===== config.mk =====
export PLATFORM = sky130hd
export DESIGN_NAME = s2_conv_scheduler
export DESIGN_NICKNAME = d
export VERILOG_FILES = /design/src/rtl/s2_conv_scheduler.sv
export SDC_FILE = /design/constraint.sdc
export NUM_CORES = 1
export LEC_CHECK = 0
export BUFFER_PORTS_ARGS = -buffer_cell sky130_fd_sc_hd__buf_2
export CAP_MARGIN = 20
export CORE_MARGIN = 2
export CORE_UTILIZATION = 50
export CTS_CLUSTER_DIAMETER = 100
export DETAILED_ROUTE_END_ITERATION = 16
export MAX_ROUTING_LAYER = met4
export PLACE_DENSITY_LB_ADDON = 0.2
export SYNTH_ARGS = -nofsm -noshare
export SYNTH_HDL_FRONTEND = slang
export SYNTH_SLANG_ARGS = --single-unit

===== constraint.sdc =====
create_clock -name clk -period 2 [get_ports clk]
set_input_delay 0 -clock clk [delete_from_list [all_inputs] [get_ports clk]]
set_output_delay 0 -clock clk [all_outputs]
set_load 0.02 [all_outputs]

===== src/rtl/s2_conv_scheduler.sv =====
// s2_conv_scheduler -- stage-2 convolution sequencer.
//
// Once per frame, after start, sweeps N_DIR filters x N_POS output positions,
// driving dir/counter into the combinational tensor-processing path. Issues
// are tracked through a LAT-deep pipeline whose head is presented downstream
// with a valid/ready handshake. Backpressure freezes the issue counters, the
// FSM and the whole pipeline together.
//
// Ports:
//   clk, reset (async, active-low)
//   start        single-cycle frame start (ignored unless idle)
//   abort        synchronous flush, wins over start
//   dir/counter  registered filter select / output position
//   issue_valid  dir/counter hold a live issue
//   res_valid/res_ready/res_addr/res_index  result handshake and tag
//   busy, done   frame in progress / one-cycle completion pulse
//   stall_cycles per-frame backpressure cycle count
//
// Build option: define S2_SCHED_STATS_EN to build the stall counter;
// otherwise stall_cycles is tied to zero.
module s2_conv_scheduler #(
  parameter int unsigned N_DIR = 4,
  parameter int unsigned N_POS = 36,
  parameter int unsigned LAT   = 2
) (
  input  logic        clk,
  input  logic        reset,
  input  logic        start,
  input  logic        abort,
  output logic [1:0]  dir,
  output logic [5:0]  counter,
  output logic        issue_valid,
  output logic        res_valid,
  input  logic        res_ready,
  output logic [7:0]  res_addr,
  output logic [7:0]  res_index,
  output logic        busy,
  output logic        done,
  output logic [15:0] stall_cycles
);

  typedef enum logic [1:0] {S_IDLE, S_RUN, S_DRAIN, S_DONE} state_t;

  localparam logic [1:0] DIR_LAST = 2'(N_DIR - 1);
  localparam logic [5:0] POS_LAST = 6'(N_POS - 1);

  state_t     state_q, state_d;
  logic [1:0] dir_q, dir_d;
  logic [5:0] cnt_q, cnt_d;

  logic       pv_q [LAT];
  logic [1:0] pd_q [LAT];
  logic [5:0] pc_q [LAT];

  logic en;
  logic start_acc;
  logic flush;
  logic inflight;

  assign en        = !(res_valid && !res_ready);
  assign start_acc = (state_q == S_IDLE) && start && !abort;
  assign flush     = abort && ((state_q == S_RUN) || (state_q == S_DRAIN));

  // With en=1 the head result is either absent or accepted this cycle, so the
  // pipeline is empty after the edge once every stage behind the head is empty.
  always_comb begin
    inflight = 1'b0;
    for (int unsigned i = 0; i + 1 < LAT; i++) begin
      inflight = inflight | pv_q[i];
    end
  end

  always_comb begin
    state_d     = state_q;
    dir_d       = dir_q;
    cnt_d       = cnt_q;
    issue_valid = 1'b0;
    busy        = 1'b0;
    done        = 1'b0;
    unique case (state_q)
      S_IDLE: begin
        if (start_acc) state_d = S_RUN;
      end
      S_RUN: begin
        issue_valid = 1'b1;
        busy        = 1'b1;
        if (en) begin
          if (dir_q == DIR_LAST && cnt_q == POS_LAST) begin
            state_d = S_DRAIN;
            dir_d   = '0;
            cnt_d   = '0;
          end else if (cnt_q == POS_LAST) begin
            cnt_d = '0;
            dir_d = dir_q + 2'd1;
          end else begin
            cnt_d = cnt_q + 6'd1;
          end
        end
      end
      S_DRAIN: begin
        busy = 1'b1;
        if (en && !inflight) state_d = S_DONE;
      end
      S_DONE: begin
        done    = 1'b1;
        state_d = S_IDLE;
      end
      default: state_d = S_IDLE;
    endcase
    if (flush) begin
      state_d = S_IDLE;
      dir_d   = '0;
      cnt_d   = '0;
    end
  end

  always_ff @(posedge clk or negedge reset) begin
    if (!reset) begin
      state_q <= S_IDLE;
      dir_q   <= '0;
      cnt_q   <= '0;
    end else begin
      state_q <= state_d;
      dir_q   <= dir_d;
      cnt_q   <= cnt_d;
    end
  end

  always_ff @(posedge clk or negedge reset) begin
    if (!reset) begin
      for (int unsigned i = 0; i < LAT; i++) begin
        pv_q[i] <= 1'b0;
        pd_q[i] <= '0;
        pc_q[i] <= '0;
      end
    end else if (flush) begin
      for (int unsigned i = 0; i < LAT; i++) begin
        pv_q[i] <= 1'b0;
      end
    end else if (en) begin
      pv_q[0] <= issue_valid;
      pd_q[0] <= dir_q;
      pc_q[0] <= cnt_q;
      for (int unsigned i = 1; i < LAT; i++) begin
        pv_q[i] <= pv_q[i-1];
        pd_q[i] <= pd_q[i-1];
        pc_q[i] <= pc_q[i-1];
      end
    end
  end

  assign dir       = dir_q;
  assign counter   = cnt_q;
  assign res_valid = pv_q[LAT-1];
  assign res_addr  = {pd_q[LAT-1], pc_q[LAT-1]};
  assign res_index = 8'(pd_q[LAT-1]) * 8'd36 + 8'(pc_q[LAT-1]);

`ifdef S2_SCHED_STATS_EN
  logic [15:0] stall_q;

  always_ff @(posedge clk or negedge reset) begin
    if (!reset) begin
      stall_q <= '0;
    end else if (start_acc) begin
      stall_q <= '0;
    end else if (res_valid && !res_ready && stall_q != '1) begin
      stall_q <= stall_q + 16'd1;
    end
  end

  assign stall_cycles = stall_q;
`else
  assign stall_cycles = '0;
`endif

endmodule


# --- Word level (Yosys, flattened, before mapping) ---
# Index checks and enable logic that the tools add are counted.
# W data, S select, Z words.
op_classes:
  add_sub_neg: 3
  n_mul: 1
  div_mod_pow: 0
  magnitude_cmp: 0
  n_eq_ne: 10
  shift: 0
  mux: 21
  bitwise: 2
  n_reduce_logical: 19
ops:
  columns: ["op", "n"]
  rows:
  - ["$mux W6", 5]
  - ["$mux W2", 12]
  - ["$add A8 B6 Y8", 1]
  - ["$pmux W2 S4", 1]
  - ["$add A6 B1 Y6 const B", 1]
  - ["$eq A2 B2 Y1 const B", 3]
  - ["$eq A6 B6 Y1 const B", 1]
  - ["$logic_and A1 B1 Y1", 6]
  - ["$mul A2 B4 Y6 const B", 1]
  - ["$ne A3 B2 Y1 const B", 2]
  - ["$ne A3 B3 Y1 const B", 2]
  - ["$logic_not A1 Y1", 4]
  - ["$reduce_and A2 Y1", 2]
  - ["$reduce_and A4 Y1", 1]
  - ["$mux W1", 3]
  - ["$reduce_and A3 Y1", 1]
  - ["$reduce_bool A3 Y1", 1]
  - ["$add A2 B1 Y2 const B", 1]
  - ["$eq A2 B1 Y1 const B", 1]
  - ["$logic_not A2 Y1", 1]
  - ["$ne A2 B2 Y1 const B", 1]
  - ["$not A1 Y1", 2]
  - ["$reduce_bool A2 Y1", 1]
  - ["$reduce_or A2 Y1", 1]
  - ["$logic_or A1 B1 Y1", 1]
word_totals:
  ff_bits: 28
  latchBits: 0
  mem_bits_rw: 0
  rom_bits: 0
  out_inout_bits: 44
  memories: 0

# --- Longest topological paths before layout ---
# Gate-level depths: netlist of the first run.
logic_depth:
  word_depth: 7
  ltp_mapped: 7
  mapped_depth_nobuf: 6

# --- Worst setup path before layout of the first run ---
# Ideal clock, no wire load.
synth_timing:
  kind: "flip-flop to flip-flop"
  startpoint: "register state_q[0]"
  endpoint: "register pc_q[11] (netlist name)"
  setup_ns: 0.125
  arrival_time_ns: 1.686
  path_slack_ns: 0.189
  stages_incl_launch_ff: 7
  n_path_buf: 1
  synth_period_minus_slack_ns: 1.811
  path_cell_list: "dfrtp_1 -> inv_1 -> ha_1 -> nand2_1 -> nand2_2 -> buf_2 -> mux2_2"
synth_via:
  elab_chain_cells: 5
  word_cells_on_any_way: 6
synth_lines:
  columns: ["item", "line_no", "rtl"]
  rows:
  - ["start: declaration", "47", "state_t state_q, state_d;"]
  - ["start signal: assignment", "123", "state_q <= state_d;"]
  - ["$eq A2 B1 Y1 / $eq A2 B2 Y1 (equally long branches)", "62", "assign flush = abort && ((state_q == S_RUN) || (state_q == S_DRAIN));"]
  - ["$logic_or A1 B1 Y1 (*)", "62", null]
  - ["$logic_and A1 B1 Y1 (*)", "62", null]
  - ["$not A1 Y1 (no line) (*)", null, null]
  - ["$reduce_and A2 Y1 (no line) (*)", null, null]
  - ["end signal: indexed assignment", "147", "pc_q[i] <= pc_q[i-1];"]
  - ["end: declaration", "53", "logic [5:0] pc_q [LAT];"]
# Every way passes the cells marked *; elsewhere a longest branch is shown, timed or not.
# A chain may end at the register's enable or synchronous reset.

# --- Worst setup path after layout of the first run ---
layout_timing:
  startpoint: "register pd_q (netlist bit res_addr[6])"
  endpoint: "output port res_index[6]"
layout_via:
  elab_chain_cells: 2
layout_lines:
  columns: ["item", "line_no", "rtl"]
  rows:
  - ["start: declaration", "52", "logic [1:0] pd_q [LAT];"]
  - ["start signal: indexed assignment", "146", "pd_q[i] <= pd_q[i-1];"]
  - ["$mul A2 B4 Y6", "156", "assign res_index = 8'(pd_q[LAT-1]) * 8'd36 + 8'(pc_q[LAT-1]);"]
  - ["$add A8 B6 Y8", "156", null]
  - ["end: declaration", "36", "output logic [7:0] res_index,"]
# Every way passes these cells.

==> flow_summary.ini, run 1 <==
[floorplan]
rows = 20
start_util_pct = 52.70
die-height_um = 60.73
core_area_um2 = 3053
pin_count = 49
die_w_um = 60.73
die-area_um2 = 3688

[timing]
min_period_over_period_pct = 92.95
setup_tns_ns = 0
period_needed_ns = 1.859
setup_viol = 0
drv_slew = 0
rsz0062_at_grt = no
slew_headroom_pct = 58.76
hold_viol = 0
fmax_mhz = 537.9
clock_skew_ns = 0.003941
tightest_slew_ns = 0.6186

[final_layout]
final_common_cell = buf_2
nets = 187
final_cell_mix = buf_2, dfrtp_1, conb_1
filler_cell_count = 305
syn2layout_area_growth_pct = 7.698
fin_area_um2 = 1733
drive_gt1_share_pct = 30.41
diodes = 0

[route]
avgRoutedWirePerCell_um = 12.56
firstDrtPassIters = 4
avgViaCountPerCell = 4.916
drcViolationCount = 0
ant_nets = 0
drtIter0Drc = 22
totalWireLength_mm = 2.701
vias = 1057

[clock_network]
clock-root-buffer = clkbuf_4
htree_num_levels = 1
cts_buffers = 3
clk_latency_ns = 0.32
clk_transition_reported_paths_ns = 0.14
clockBufferDepth = 2
cts_setup_buffers = 0
cts_tree = built
numClockSinks = 28

[setup_path]
crit_fanout = 4
rrSetupSlack_ns = 0.24
r2r-start = state_q[1]
cp-endpoint = res_index[6]
reg2reg_to = res_addr[6]
r2r.worst_path.cells = 5
critical_path_class = register to output port
critPathArrivalTime_ns = 1.86
start_kind = register
cp_cell_sequence = ha_1 > fa_2 > a31oi_1 > xnor2_1 > buf_4
crit_required_ns = 2.00
cpMaxStageDelayCell = dfrtp_1
end_kind = output port
slowest_delay_ns = 0.44
critPathLaunch = res_addr[6]

[power]
clkPwrFrac_pct = 14.1
sw_frac_of_total_pct = 41.75
power.internal_mw = 1.103
p_sw_uw = 790.7
seqPwrFrac_pct = 40.6
comb_power_share_pct = 45.3
p_leak_nw = 0.9757
worst_ir_drop_vdd_mv = 0.7572
powerDensity_nw_per_um2 = 1093

[global_routing]
grt_pass1_wl_mm = 4.284
overflow = 0
antenna_found_initial = 0
grt_pass1_vias = 959
grt_usage_pct = 16.30
grt_start_max_net_pins = 29

[synthesis]
synthesis.area_um2 = 1609
synth_cells = 147
ys_seq_area_share_pct = 43.55
synth.distinct_cells = 35
ys.flop_type = dfrtp_1
synth-warning-count = 0
ys_async_sr_fraction_pct = 100.0
synth-seq-cells = 28
synth_edf_count = 0
avgSynthCellArea_um2 = 10.95

[placed_design]
gp_congestion = 0.9267
dp_hpwl_mm = 2.084
numPortBuffers = 32
dpl_cell_area_um2 = 1672

[min_path]
hold_class = input port to register

[status]
status = complete, no violations

[run]
max_cap_violations = 0
## what timing repair did
item                                    CTS  global route
gates resized for setup                   0             2
endpoints found under the setup margin    0             1
hold buffers                              2             0
hold endpoints to repair                 30             0
## per-stage QoR
stage          util [%]  cells  hold slack (ns)  power, mW  worst slack [ns]
2_1_floorplan         -    162          -0.2956      1.502            0.1894
3_3_place_gp      54.75    209          0.04224      1.615            0.3406
3_5_place_dp      54.75    209          0.04714      1.643            0.2457
4_1_cts           56.60    215          0.05679      1.920           0.03276
5_1_grt           56.76    215          0.06368      2.043           0.03226
6_report          56.76    215          0.06931      1.894            0.1411
## routing by layer
layer	part of all wire [%]	global-route usage, %	wire [µm]	vias up
met5	0	-	0	-
met4	0.59	5.590	16	0
met3	4.7	1.919	127	2
met2	50	26.88	1362	39
met1	44	20.82	1195	509
li1	-	-	-	507
## power groups by stage
| stage | clock network, mW | logic, mW | registers, mW |
|---|---|---|---|
| after global placement | 0 | 0.841 | 0.774 |
| after CTS | 0.280 | 0.869 | 0.770 |
| final | 0.266 | 0.859 | 0.769 |
| after detailed placement | 0 | 0.861 | 0.783 |
| after global routing | 0.304 | 0.950 | 0.788 |
| after floorplan | 0 | 0.704 | 0.799 |
## cells in the mapped netlist (3+ instances only)
master	number	area share, %
inv_1	5	1.2
buf_4	26	12
mux2_2	10	7.0
nand2_1	11	2.6
and2_1	3	1.2
mux2_1	5	3.5
nor2_1	9	2.1
dfrtp_1	28	44
a21oi_1	4	1.2
xnor2_1	3	1.6
mux2i_1	3	1.9
ha_1	9	7.0
## logic make-up after synthesis
family	share of synthesized area, %
xor gates and xnor gates	2.722
buffers and inverters	14.15
AOI/OAI and AO/OA	6.687
other	0.2331
adders and majority gates	8.243
muxes	12.36
and+or+nand+nor	12.05
DFF	43.55
## final cells by class
class	instances	area, µm²	share of cell area (%)
multi-input combinational	100	739.5	42.67
sequential	28	700.7	40.43
timing repair buffer	34	182.7	10.54
tap	44	55.05	3.177
clock buffer	4	36.28	2.094
inverter	5	18.77	1.083
## critical path: cells and delay by family (launching register included)
kind | cells | cell delay (ns)
xor gates and xnor gates | 1 | 0.14
adders and majority gates | 2 | 0.59
DFF | 1 | 0.44
buffers and inverters | 1 | 0.16
AOI/OAI and AO/OA | 1 | 0.21
## flip-flops by register name (all words and copies together), names as in the netlist
signal and flops:
res_addr 8, dir 2, inflight 1, pd_q 2
res_valid 1, pc_q 6, state_q 2, counter 6
## worst min path at each step
stage | startpoint | end | slack (ns) | cells past startpoint
after floorplan | reset | counter[0] | -0.30 | 0
after global placement | reset | counter[2] | 0.04 | 1
after detailed placement | reset | counter[2] | 0.05 | 1
after CTS | abort | state_q[1] | 0.06 | 4
after global routing | abort | state_q[1] | 0.06 | 4
final | abort | state_q[1] | 0.07 | 4
Note: power is estimated with default switching activity, not from simulation.
==> inputs of run 2 (changes only) <==
Settings changed: GPL_TIMING_DRIVEN set to 0.
==> flow_summary.ini, run 2 (synthesis gave the netlist of run 1 again) <==
[status]
status = complete, no violations

[clock_network]
cts_buffers = 3
clock-root-buffer = clkbuf_4
htree_num_levels = 1
clockBufferDepth = 2
clk_latency_ns = 0.32
cts_tree = built
clk_transition_reported_paths_ns = 0.15
numClockSinks = 28

[timing]
setup_tns_ns = 0
min_period_over_period_pct = 94.21
drv_slew = 0
setup_viol = 0
slew_headroom_pct = 58.92
tightest_slew_ns = 0.6162
hold_viol = 0
rsz0062_at_grt = no
worst_slack_ns = 0.1159
clock_skew_ns = 0.007469
fmax_mhz = 530.8
period_needed_ns = 1.884

[global_routing]
grt_pass1_wl_mm = 4.678
grt_usage_pct = 17.24
overflow = 0
grt_start_max_net_pins = 29
grt_pass1_vias = 1068
antenna_found_initial = 0

[floorplan]
die-height_um = 60.73
rows = 20
start_util_pct = 52.70
die-area_um2 = 3688
pin_count = 49
die_w_um = 60.73
core_area_um2 = 3053

[route]
avgViaCountPerCell = 4.780
vias = 1176
firstDrtPassIters = 4
drcViolationCount = 0
avgRoutedWirePerCell_um = 11.63
drtIter0Drc = 18
ant_nets = 0
totalWireLength_mm = 2.861

[final_layout]
final_cell_mix = buf_2, buf_4, dfrtp_1
drive_gt1_share_pct = 40.10
diodes = 0
nets = 218
syn2layout_area_growth_pct = 21.77
largest_reg_flops = 8
final_common_cell = buf_2

[setup_path]
critPathArrivalTime_ns = 2.11
crit_required_ns = 2.23
start_kind = register
end_kind = register
critical_path_class = register to register
crit_fanout = 10

[run]
max_cap_violations = 0

[placed_design]
gp_congestion = 0.8267
numPortBuffers = 32
pre_cts_ws_ns = 0.1214
dp_hpwl_mm = 2.191

[min_path]
hold_class = input port to register

[power]
worst_ir_drop_vdd_mv = 0.6936
p_leak_nw = 1.135
powerDensity_nw_per_um2 = 1029
run 2: changes by cell type in the layout (fill, tap and decap cells not counted):
cell,previous run,this run
buf_2,31,33
buf_4,1,28
clkbuf_1,0,1
dlygate4sd3_1,2,3
run 2: critical path, cell delays in order (launching register included):
cell and delay, ns:
dfrtp_1 0.43, inv_1 0.09, ha_1 0.32, nand2_1 0.11, nand2_2 0.19, buf_2 0.28, mux2_2 0.36
run 2: timing repair:
action                                 4_1_cts  5_1_grt
setup buffers                                0        1
resized for setup                            0        2
setup endpoints to repair                    0        1
endpoints found under the hold margin       31        0
hold buffers                                 3        0
run 2: power by group:
group | total [mW] | internal (mW) | switching, mW
Combinational | 0.970 | 0.399 | 0.571
Clock | 0.270 | 0.111 | 0.159
Sequential | 0.776 | 0.674 | 0.101
run 2: routing by layer:
layer | track usage [%] | up-vias | wire (µm)
li1 | - | 573 | -
met1 | 21.29 | 562 | 1261
met2 | 30.41 | 37 | 1429
met3 | 1.919 | 4 | 144
met4 | 3.727 | 0 | 25
met5 | - | - | 0
run 2: final cells by class:
| cell class | instances | area [µm²] |
|---|---|---|
| Sequential cell | 28 | 700.7 |
| Timing Repair Buffer | 36 | 200.2 |
| Clock buffer | 4 | 36.28 |
| Tap cell | 44 | 55.05 |
| Inverter | 5 | 18.77 |
| Buffer | 29 | 209.0 |
| Multi-Input combinational cell | 100 | 739.5 |
| Fill cell | 273 | 1094 |
run 2: path summary, 6_finish.rpt:
path	slack, ns	cells after the start	startpoint	end
max	0.12	6	state_q[1]	pc_q[11]
min	0.13	5	start	state_q[0]
max reg2reg	0.12	6	state_q[1]	pc_q[11]
min reg2reg	0.50	1	pd_q[3]	res_addr[7]
max in group asynchronous	1.39	2	reset	res_addr[0]
min in group asynchronous	0.21	2	reset	res_valid
run 2: metrics by stage:
step / power [mW] / instances / util, % / cell area (µm²) / hold slack, ns
after floorplan: 1.502 / 162 / - / 1665 / -0.2956
after global placement: 1.709 / 238 / 61.60 / 1881 / 0.04446
after detailed placement: 1.750 / 238 / 61.60 / 1881 / 0.04995
after CTS: 2.023 / 245 / 63.77 / 1947 / 0.09798
after global routing: 2.150 / 246 / 64.18 / 1959 / 0.1413
final: 2.016 / 246 / 64.18 / 1959 / 0.1301
